[config.mk]
export PLATFORM = sky130hd
export DESIGN_NAME = o_feature_drain_flat
export DESIGN_NICKNAME = d
export VERILOG_FILES = /design/src/rtl/o_feature_drain_pkg.sv /design/src/rtl/o_feature_drain_if.sv /design/src/rtl/o_feature_drain_beat_pack.sv /design/src/rtl/o_feature_drain.sv /design/src/flat_wrapper.sv
export SDC_FILE = /design/constraint.sdc
export NUM_CORES = 1
export LEC_CHECK = 0
export CAP_MARGIN = 10
export CORE_MARGIN = 2
export CORE_UTILIZATION = 50
export CTS_CLUSTER_SIZE = 14
export DETAILED_ROUTE_END_ITERATION = 6
export PLACE_DENSITY = 0.86
export SKIP_CTS_REPAIR_TIMING = 1
export SYNTH_ARGS = -nofsm -noshare
export SYNTH_HDL_FRONTEND = slang
export SYNTH_HIERARCHICAL = 1
export SYNTH_SLANG_ARGS = --single-unit
[constraint.sdc]
create_clock -name clk -period 4.9 [get_ports clk]
set_clock_uncertainty 0.2 [all_clocks]
set_input_delay 0.49 -clock clk [delete_from_list [all_inputs] [get_ports clk]]
set_output_delay 0.49 -clock clk [all_outputs]
set_load 0.05 [all_outputs]
[src/rtl/o_feature_drain_pkg.sv]
// Shared types and sizing helpers for the output feature drain.
package o_feature_drain_pkg;

  typedef enum logic [1:0] {IDLE, FILL, SEND, FIN} state_t;

  function automatic int calc_wpb(int bus_w, int feat_w);
    return bus_w / (2 * feat_w);
  endfunction

  // Guards the single-lane case where $clog2 would give a zero-width index.
  function automatic int lane_w(int n);
    return (n > 1) ? $clog2(n) : 1;
  endfunction

  localparam int WPB    = calc_wpb(128, 8);
  localparam int LANE_W = $clog2(WPB);
  localparam int RD_LAT = 1;

endpackage

[src/rtl/o_feature_drain_if.sv]
// Feature-memory read port plus outbound beat bus of the drain.
interface o_feature_drain_if #(
  parameter int FEATURE_WIDTH = 8,
  parameter int BUS_WIDTH     = 128,
  parameter int ADDR_WIDTH    = 16
);
  logic                       rd_en;
  logic [ADDR_WIDTH-1:0]      rd_addr;
  logic                       rd_sel;
  logic [2*FEATURE_WIDTH-1:0] rd_data;
  logic [BUS_WIDTH-1:0]       o_data;
  logic                       o_valid;
  logic                       o_ready;
  logic                       o_last;

  modport master (
    output rd_en, rd_addr, rd_sel, o_data, o_valid, o_last,
    input  rd_data, o_ready
  );
  modport slave (
    input  rd_en, rd_addr, rd_sel, o_data, o_valid, o_last,
    output rd_data, o_ready
  );
endinterface

[src/rtl/o_feature_drain_beat_pack.sv]
// Lane register that assembles one outbound beat; full doubles as the beat-valid flag.
module o_beat_pack
  import o_feature_drain_pkg::*;
#(
  parameter int NUM_LANES = WPB,
  parameter int VEC_W     = 16
) (
  input  logic                              clk,
  input  logic                              rst,
  input  logic                              clr,
  input  logic                              wr,
  input  logic                              wr_last,
  input  logic [VEC_W-1:0]                  wr_data,
  output logic [NUM_LANES-1:0][VEC_W-1:0]   lanes,
  output logic                              full
);
  localparam int LW = lane_w(NUM_LANES);

  logic [LW-1:0] wr_lane;

  always_ff @(posedge clk or negedge rst) begin
    if (!rst) begin
      wr_lane <= '0;
      full    <= 1'b0;
    end else if (clr) begin
      wr_lane <= '0;
      full    <= 1'b0;
    end else if (wr) begin
      wr_lane <= wr_lane + 1'b1;
      if (wr_last) full <= 1'b1;
    end
  end

  // Clearing on beat start leaves unwritten lanes of a short final beat at zero.
  for (genvar i = 0; i < NUM_LANES; i++) begin : g_lane
    logic [VEC_W-1:0] q;
    always_ff @(posedge clk or negedge rst) begin
      if (!rst)                              q <= '0;
      else if (clr)                          q <= '0;
      else if (wr && (wr_lane == LW'(i)))    q <= wr_data;
    end
    assign lanes[i] = q;
  end

endmodule

[src/rtl/o_feature_drain.sv]
// Reads output feature words, packs them into bus beats and streams them out.
module o_feature_drain
  import o_feature_drain_pkg::*;
#(
  parameter int FEATURE_WIDTH = 8,
  parameter int BUS_WIDTH     = 128,
  parameter int ADDR_WIDTH    = 16
) (
  input  logic                  clk,
  input  logic                  rst,
  input  logic                  start,
  input  logic [ADDR_WIDTH-1:0] base_addr,
  input  logic [15:0]           word_count,
  input  logic                  mem_sel,
  o_feature_drain_if.master     bus,
  output logic                  busy,
  output logic                  done
);
  localparam int NUM_LANES = calc_wpb(BUS_WIDTH, FEATURE_WIDTH);
  localparam int VEC_W     = 2 * FEATURE_WIDTH;
  localparam int LW        = lane_w(NUM_LANES);
  localparam logic [LW-1:0] LAST_LANE = LW'(NUM_LANES - 1);

  state_t state, state_nx;

  logic [ADDR_WIDTH-1:0] rd_addr_q, rd_addr_d;
  logic [15:0]           rem_q, rem_d;
  logic [LW-1:0]         iss_q, iss_d;
  logic                  rd_en_d, rd_sel_q, rd_sel_d;
  logic                  o_last_q, o_last_d, busy_q, busy_d, done_q, done_d;
  logic [RD_LAT:0]       vld_pipe;
  logic                  cap, cap_last, hs, beat_clr, full;
  logic [NUM_LANES-1:0][VEC_W-1:0] lanes;

  // vld_pipe[0] is the live read strobe; vld_pipe[RD_LAT] marks returning data.
  assign cap      = vld_pipe[RD_LAT];
  assign cap_last = cap && !vld_pipe[0];
  assign hs       = full && bus.o_ready;

  always_ff @(posedge clk or negedge rst) begin
    if (!rst) state <= IDLE;
    else      state <= state_nx;
  end

  always_comb begin
    state_nx = state;
    unique case (state)
      IDLE: if (start) state_nx = (word_count == 16'd0) ? FIN : FILL;
      FILL: if (cap_last) state_nx = SEND;
      SEND: if (hs) state_nx = (rem_q != 16'd0) ? FILL : FIN;
      FIN:  if (done_q) state_nx = IDLE;
      default: state_nx = IDLE;
    endcase
  end

  // rem counts words not yet issued, so it reaches zero with the last read.
  always_comb begin
    rd_en_d   = 1'b0;
    rd_addr_d = rd_addr_q;
    rd_sel_d  = rd_sel_q;
    rem_d     = rem_q;
    iss_d     = iss_q;
    o_last_d  = o_last_q;
    busy_d    = busy_q;
    done_d    = 1'b0;
    beat_clr  = 1'b0;
    unique case (state)
      IDLE: if (start) begin
        busy_d   = 1'b1;
        rd_sel_d = mem_sel;
        beat_clr = 1'b1;
        o_last_d = 1'b0;
        rem_d    = 16'd0;
        if (word_count != 16'd0) begin
          rd_en_d   = 1'b1;
          rd_addr_d = base_addr;
          rem_d     = word_count - 16'd1;
          iss_d     = '0;
        end
      end
      FILL: begin
        if (vld_pipe[0] && (iss_q != LAST_LANE) && (rem_q != 16'd0)) begin
          rd_en_d   = 1'b1;
          rd_addr_d = rd_addr_q + 1'b1;
          rem_d     = rem_q - 16'd1;
          iss_d     = iss_q + 1'b1;
        end
        if (cap_last) o_last_d = (rem_q == 16'd0);
      end
      SEND: if (hs) begin
        beat_clr = 1'b1;
        o_last_d = 1'b0;
        if (rem_q != 16'd0) begin
          rd_en_d   = 1'b1;
          rd_addr_d = rd_addr_q + 1'b1;
          rem_d     = rem_q - 16'd1;
          iss_d     = '0;
        end else begin
          done_d = 1'b1;
          busy_d = 1'b0;
        end
      end
      FIN: if (!done_q) begin
        done_d = 1'b1;
        busy_d = 1'b0;
      end
      default: ;
    endcase
  end

  always_ff @(posedge clk or negedge rst) begin
    if (!rst) begin
      vld_pipe  <= '0;
      rd_addr_q <= '0;
      rd_sel_q  <= 1'b0;
      rem_q     <= '0;
      iss_q     <= '0;
      o_last_q  <= 1'b0;
      busy_q    <= 1'b0;
      done_q    <= 1'b0;
    end else begin
      vld_pipe  <= {vld_pipe[RD_LAT-1:0], rd_en_d};
      rd_addr_q <= rd_addr_d;
      rd_sel_q  <= rd_sel_d;
      rem_q     <= rem_d;
      iss_q     <= iss_d;
      o_last_q  <= o_last_d;
      busy_q    <= busy_d;
      done_q    <= done_d;
    end
  end

  o_beat_pack #(
    .NUM_LANES (NUM_LANES),
    .VEC_W     (VEC_W)
  ) u_pack (
    .clk     (clk),
    .rst     (rst),
    .clr     (beat_clr),
    .wr      (cap),
    .wr_last (cap_last),
    .wr_data (bus.rd_data),
    .lanes   (lanes),
    .full    (full)
  );

  assign bus.rd_en   = vld_pipe[0];
  assign bus.rd_addr = rd_addr_q;
  assign bus.rd_sel  = rd_sel_q;
  assign bus.o_data  = lanes;
  assign bus.o_valid = full;
  assign bus.o_last  = o_last_q;
  assign busy        = busy_q;
  assign done        = done_q;

endmodule

[src/flat_wrapper.sv]
// flat-port wrapper written by rule: the top's interface ports become plain ports
module o_feature_drain_flat import o_feature_drain_pkg::*;
#(
  parameter int FEATURE_WIDTH = 8,
  parameter int BUS_WIDTH     = 128,
  parameter int ADDR_WIDTH    = 16
)
  (clk, rst, start, base_addr, word_count, mem_sel, busy, done, bus_rd_en, bus_rd_addr, bus_rd_sel, bus_o_data, bus_o_valid, bus_o_last, bus_rd_data, bus_o_ready);
  o_feature_drain_if #(.FEATURE_WIDTH(FEATURE_WIDTH), .BUS_WIDTH(BUS_WIDTH), .ADDR_WIDTH(ADDR_WIDTH)) bus_i ();
  input  logic clk;
  input  logic rst;
  input  logic start;
  input  logic [ADDR_WIDTH-1:0] base_addr;
  input  logic [15:0] word_count;
  input  logic mem_sel;
  output logic busy;
  output logic done;
  output wire logic [$bits(bus_i.rd_en)-1:0] bus_rd_en;
  output wire logic [$bits(bus_i.rd_addr)-1:0] bus_rd_addr;
  output wire logic [$bits(bus_i.rd_sel)-1:0] bus_rd_sel;
  output wire logic [$bits(bus_i.o_data)-1:0] bus_o_data;
  output wire logic [$bits(bus_i.o_valid)-1:0] bus_o_valid;
  output wire logic [$bits(bus_i.o_last)-1:0] bus_o_last;
  input wire logic [$bits(bus_i.rd_data)-1:0] bus_rd_data;
  input wire logic [$bits(bus_i.o_ready)-1:0] bus_o_ready;
  assign bus_rd_en = bus_i.rd_en;
  assign bus_rd_addr = bus_i.rd_addr;
  assign bus_rd_sel = bus_i.rd_sel;
  assign bus_o_data = bus_i.o_data;
  assign bus_o_valid = bus_i.o_valid;
  assign bus_o_last = bus_i.o_last;
  assign bus_i.rd_data = bus_rd_data;
  assign bus_i.o_ready = bus_o_ready;
  o_feature_drain #(.FEATURE_WIDTH(FEATURE_WIDTH), .BUS_WIDTH(BUS_WIDTH), .ADDR_WIDTH(ADDR_WIDTH)) u_core (.clk(clk), .rst(rst), .start(start), .base_addr(base_addr), .word_count(word_count), .mem_sel(mem_sel), .bus(bus_i), .busy(busy), .done(done));
endmodule
# ---- Yosys cells after proc, flatten, opt, wreduce, memory -nomap -nowiden
# Index checks and enable logic that the tools add are counted.
# Widths: inputs -> output; s select.
dict set report word_totals {
  regBits 175
  latchBits 0
  ram_bits 0
  rom_bits 0
  input_bits 53
  output_inout_bits 150
  wordCells 150
  n_memories 0
}
dict set report op_classes {
  addsub 5
  n_mul 0
  div 0
  order_cmp 0
  eq_ne 20
  shifts 0
  mux 68
  bitwise 0
  reduce_logical 38
}
# operator count
set op_table {}
lappend op_table {{$mux 16} 26}
lappend op_table {{$pmux 16 s3} 2}
lappend op_table {{$logic_not 16->1} 2}
lappend op_table {{$reduce_bool 16->1} 2}
lappend op_table {{$sub 16x1->16 const B} 2}
lappend op_table {{$mux 3} 7}
lappend op_table {{$mux 1} 20}
lappend op_table {{$reduce_bool 2->1} 10}
lappend op_table {{$add 16x1->16 const B} 1}
lappend op_table {{$eq 3x3->1 const B} 4}
lappend op_table {{$logic_and 1x1->1} 12}
lappend op_table {{$mux 2} 6}
lappend op_table {{$ne 2x1->1 const B} 6}
lappend op_table {{$reduce_and 5->1} 2}
lappend op_table {{$pmux 1 s3} 3}
lappend op_table {{$pmux 3 s3} 1}
lappend op_table {{$pmux 2 s4} 1}
lappend op_table {{$reduce_and 4->1} 2}
lappend op_table {{$add 3x1->3 const B} 2}
lappend op_table {{$eq 3x2->1 const B} 2}
lappend op_table {{$ne 2x2->1 const B} 3}
lappend op_table {{$reduce_and 6->1} 1}
lappend op_table {{$reduce_bool 3->1} 2}
lappend op_table {{$eq 2x2->1 const B} 2}
lappend op_table {{other kinds (8)} 10}

# ---- Depth between registers and ports, before layout
dict set report logic_depth {
  ltp_word 5
  ltp_mapped 9
  depth_no_buf 7
}

# ---- Hierarchy
# The synthesis kept the hierarchy.
# mod instances cells_each area_per_inst_um2 seq_area_each_um2
set by_module_without_submodules {}
lappend by_module_without_submodules {o_beat_pack 1 501 6064.6 3303.2}
lappend by_module_without_submodules {o_feature_drain 1 358 3094.2 1076.0}

# ---- Least setup slack after synthesis
# No wires, ideal clock.
dict set report synth_path {
  path_type {register to register}
  from {register u_core.iss_q[0]}
  to {register u_core.rd_addr_q[9] (netlist: u_core/bus.rd_addr[9])}
  setup_ns 0.126
  arrival_time_ns 2.131
  t_required_ns 4.574
  path_slack_ns 2.443
  stages_incl_launch_ff 9
  n_path_buf 1
  synth_period_minus_slack_ns 2.457
  cell_sequence {dfrtp_1 -> ha_1 -> ha_1 -> nand2b_1 -> a2111oi_2 -> o21ai_1 -> buf_4 -> a211o_1 -> a221o_1}
}
dict set report synth_between {
  elab_chain_len 5
}
# element line
set synth_rtl {}
lappend synth_rtl {{start: declaration} o_feature_drain.sv:28} ;# logic [LW-1:0] iss_q, iss_d;
lappend synth_rtl {{start signal: assignment} o_feature_drain.sv:126} ;# iss_q <= iss_d;
lappend synth_rtl {{$ne 3x3->1} o_feature_drain.sv:82} ;# if (vld_pipe[0] && (iss_q != LAST_LANE) && (rem_q != 16'd0)) begin
lappend synth_rtl {{$logic_and 1x1->1 (2 in series)} o_feature_drain.sv:82}
lappend synth_rtl {{$ne 2x1->1 (no source line)} --}
lappend synth_rtl {{$reduce_and 6->1 (no source line)} --}
lappend synth_rtl {{end signal: assignment} o_feature_drain.sv:123} ;# rd_addr_q <= rd_addr_d;
lappend synth_rtl {{end: declaration} o_feature_drain.sv:26} ;# logic [ADDR_WIDTH-1:0] rd_addr_q, rd_addr_d;
# No other way between the ends.
# A chain may end at the register's enable or synchronous reset.

# ---- Final worst setup path
dict set report layout_path {
  from {register u_core.rem_q[0]}
  to {register u_core.rd_addr_q[6] (netlist: u_core/bus.rd_addr[6])}
}
dict set report layout_between {
  elab_chain_len 4
  word_cells_on_any_way 5
  classes_between {eq/ne: 2; reduce/logical: 3}
}
# element line
set layout_rtl {}
lappend layout_rtl {{start: declaration} o_feature_drain.sv:27} ;# logic [15:0] rem_q, rem_d;
lappend layout_rtl {{start signal: assignment} o_feature_drain.sv:125} ;# rem_q <= rem_d;
lappend layout_rtl {{$reduce_bool 16->1 *} {o_feature_drain.sv:82, o_feature_drain.sv:93}}
lappend layout_rtl {{$logic_and 1x1->1} o_feature_drain.sv:82}
lappend layout_rtl {{$ne 2x1->1 (no source line)} --}
lappend layout_rtl {{$reduce_and 6->1 (no source line) *} --}
# Every way passes the cells marked *; elsewhere a longest branch is shown, timed or not.

==> flow_metrics.env <==
export IMPL_cts_max_level=4
export IMPL_wire_per_inst_um=18.96
export IMPL_hold_slack_ps=-23.10
export IMPL_die_w_um=139.3
export IMPL_setup_violations=0
export IMPL_insertion_delay_ps=430
export IMPL_critical_path_class="reg2reg"
export IMPL_max_freq_mhz=323.2
export IMPL_yosysSeqAreaShare_pct=47.81
export IMPL_grt_overflow_total=0
export IMPL_critPathMaxStageDelay_ps=690
export IMPL_cts_tree="done"
export IMPL_io_pin_count=203
export IMPL_tns_ps=0
export IMPL_synthTopCellsByArea="dfrtp_1 (48%), mux2i_1 (11%), nand2b_1 (8.3%)"
export IMPL_grt_pass1_wl_um=38230
export IMPL_synth_cells=859
export IMPL_dpl_hpwl_um=16950
export IMPL_rrSetupSlack_ps=1810
export IMPL_synth_avg_cell_area_um2=10.66
export IMPL_final_antenna_net_count=0
export IMPL_crit_path_start_kind="register"
export IMPL_worstRegToRegCells=8
export IMPL_fin_crit_sh_pct=63.15
export IMPL_cp_max_fo=25
export IMPL_port_buffers=202
export IMPL_finalNetCount=1100
export IMPL_rsz0062_at_grt="no"
export IMPL_vias=7396
export IMPL_min_period_ps=3094
export IMPL_final_cells=1273
export IMPL_r2r_end="u_core/bus.rd_addr[6]"
export IMPL_yosysTopAreaCell="dfrtp_1"
export IMPL_worst_path_buf_inv=2
export IMPL_drt_iter0_markers=623
export IMPL_place_inst=1241
export IMPL_crit_chain="inv_1, ha_1, nor4b_1, nand4_2, o21ai_2, buf_4, o31ai_1, a221o_1"
export IMPL_critPathCaptureType="register"
export IMPL_num_rows=49
export IMPL_violations="negative hold slack"
export IMPL_final_max_slew_viol_count=0
export IMPL_cts_root_buf="clkbuf_16"
export IMPL_wl_um=24130
export IMPL_critical_path_top_delay_family="compound AO/OA/AOI/OAI gates"
export IMPL_synthesis_nets=928
export IMPL_async_flop_share_pct=100.0
export IMPL_power_density_nw_per_um2=688.0
export IMPL_cp_depth=8
export IMPL_gp_congestion=0.9228
export IMPL_area_growth_pct=28.85
export IMPL_coreArea_um2=17960
export IMPL_drive_gt1_share_pct=8.908
export IMPL_p_leak_nw=5.359
export IMPL_tightest_slew_ps=1149
export IMPL_grtUsageTotal_pct=24.65
export IMPL_cts_reportedPaths_clkPinSlew_ps=70
export IMPL_yosysWarnings=6
export IMPL_start_util_pct=50.99
export IMPL_cap_violations=0
export IMPL_required_ps=5010
export IMPL_hp_class="in2async"
export IMPL_synthFlopType="dfrtp_1"
export IMPL_slew_headroom_pct=23.15
export IMPL_cts_inserted_buffers=17
export IMPL_synth_top_cell_area_share_pct=47.81
export IMPL_via_per_inst=5.810
export IMPL_slowest_stage="o21ai_2"
export IMPL_crit_arrival_ps=3210
export IMPL_grt_max_degree=114
export IMPL_cts_buffer_depth=2
export IMPL_vdd_ir_drop_max_uv=500.6
export IMPL_dieArea_um2=19420
export IMPL_syn_area_um2=9159
export IMPL_drc=0
export IMPL_ys_types=67
export IMPL_hold_viol=19
export IMPL_clock_sinks=175
export IMPL_firstDrtPassIters=5
export IMPL_synth_seq_cells=175
export IMPL_diodes=0
export IMPL_synth_edf_count=0
export IMPL_antenna_found_initial=0
export IMPL_rr_startpoint="u_core/rem_q[0]"
export IMPL_grt_pass1_vias=6972
export IMPL_die_y_um=139.3
export IMPL_status="finished with violations"
[where the power goes]
part / switching (W) / internal, W / total (W)
combinational: 0.00284 / 0.00154 / 0.00438
clock: 0.000609 / 0.000769 / 0.00138
sequential: 0.000434 / 0.00192 / 0.00236
[cells in the final DEF, fill, tap and decap left out, drive strengths merged, types with 2 or more instances in the layout]
| cell | n |
|---|---|
| nor2b | 2 |
| nand4 | 10 |
| clkbuf | 17 |
| xnor2 | 6 |
| inv | 29 |
| clkdlybuf4s50 | 201 |
| dfrtp | 175 |
| o41ai | 3 |
| a31oi | 6 |
| nor3b | 3 |
| nor4b | 3 |
| o211ai | 3 |
| nor4 | 11 |
| and2 | 2 |
| nand2b | 121 |
| ha | 16 |
| xor2 | 6 |
| clkinvlp | 3 |
| nand3b | 5 |
| nand3 | 51 |
| a22o | 5 |
| a21oi | 49 |
| nor2 | 28 |
| nand2 | 24 |
| or3 | 4 |
| o21a | 2 |
| o31ai | 7 |
| bufinv | 2 |
| a221o | 10 |
| buf | 9 |
| o22ai | 6 |
| a21bo | 33 |
| nor3 | 17 |
| or4 | 4 |
| mux2i | 100 |
| o21ai | 41 |
| a32oi | 2 |
| and3 | 5 |
| and4 | 4 |
[worst register-to-register path: stages (launching register included)]
cell	delay, ps
dfrtp_1	410
inv_1	120
ha_1	170
nor4b_1	320
nand4_2	280
o21ai_2	690
buf_4	390
o31ai_1	120
a221o_1	270
[cells by family after synthesis]
| group | Yosys count | synth area share, % |
|---|---|---|
| AO/OA/AOI/OAI | 180 | 13.74 |
| XOR/XNOR | 12 | 1.148 |
| buffers and inverters | 77 | 4.631 |
| adder cells (fa/ha/maj) | 16 | 2.186 |
| AND/OR/NAND/NOR | 298 | 19.43 |
| flip-flops | 175 | 47.81 |
| multiplexers | 101 | 11.05 |
[sequential cells by signal, summed over array words and instances, names as in the netlist]
signal and flops:
u_core/iss_q 3, u_core/rem_q 16, u_core/bus.o_last 1, u_core/u_pack/g_lane.q 128
u_core/u_pack/wr_lane 3, u_core/done 1, u_core/vld_pipe 2, u_core/bus.rd_addr 16
u_core/u_pack/full 1, u_core/state 2, u_core/busy 1, u_core/bus.rd_sel 1
[final cells by class]
type | count | area (µm²)
clock inverters | 15 | 171.4
well taps | 229 | 286.5
multi-input cells | 607 | 4367
inverters | 20 | 75.07
fillers | 1363 | 6162
repair buffers | 210 | 2096
flip-flops and latches | 175 | 4380
clock buffers | 17 | 425.4
[synth_stat cells (all sizes together) (2+ instances only)]
master  count
nor2b       2
xor2        6
dfrtp     175
and4        4
or4         4
mux2i     100
nand4      10
nor4b       3
o21ai      41
o211ai      3
or3         4
a31oi       6
o31ai       7
nand2      24
o22ai       6
and3        5
buf        34
and2        2
nor2       28
inv        20
o41ai       3
nand2b    121
ha         16
a32oi       2
nand3      51
a21oi      49
nor4       11
nand3b      5
nor3b       3
a221o      10
o21a        2
clkbuf     23
a22o        5
xnor2       6
nor3       17
a21bo      33
[per-stage QoR]
step / cell area, µm² / setup WS [ps] / utilization, % / total power, W / hold WS, ps
4_1_cts: 11800 / 1814 / 65.70 / 0.008141 / 17.45
6_report: 11800 / 1806 / 65.70 / 0.008120 / -23.10
3_3_place_gp: 11200 / 1784 / 62.37 / 0.006634 / 297.8
5_1_grt: 11800 / 1630 / 65.70 / 0.008528 / 38.47
2_1_floorplan: 9159 / 2443 / - / 0.005410 / -5.591
3_5_place_dp: 11200 / 1695 / 62.37 / 0.006734 / 298.0
[routing by layer]
layer | vias to the layer above | share of wire (%) | global-route usage, %
met5 | - | 0 | 0
met4 | 0 | 1.9 | 7.124
met3 | 33 | 7.2 | 5.471
met2 | 307 | 48 | 40.17
met1 | 3632 | 42 | 33.35
li1 | 3424 | - | -
[worst max-delay path by stage]
stage	startpoint	endpoint	slack [ps]
after floorplan	u_core/iss_q[0]	u_core/bus.rd_addr[9]	2440
after global placement	word_count[12]	u_core/bus.rd_addr[11]	1780
after detailed placement	word_count[5]	u_core/iss_q[2]	1700
after CTS	u_core/rem_q[0]	u_core/bus.rd_addr[6]	1810
after global routing	u_core/rem_q[0]	u_core/bus.rd_addr[6]	1630
final	u_core/rem_q[0]	u_core/bus.rd_addr[6]	1810
Note: power is estimated with default switching activity, not from simulation.
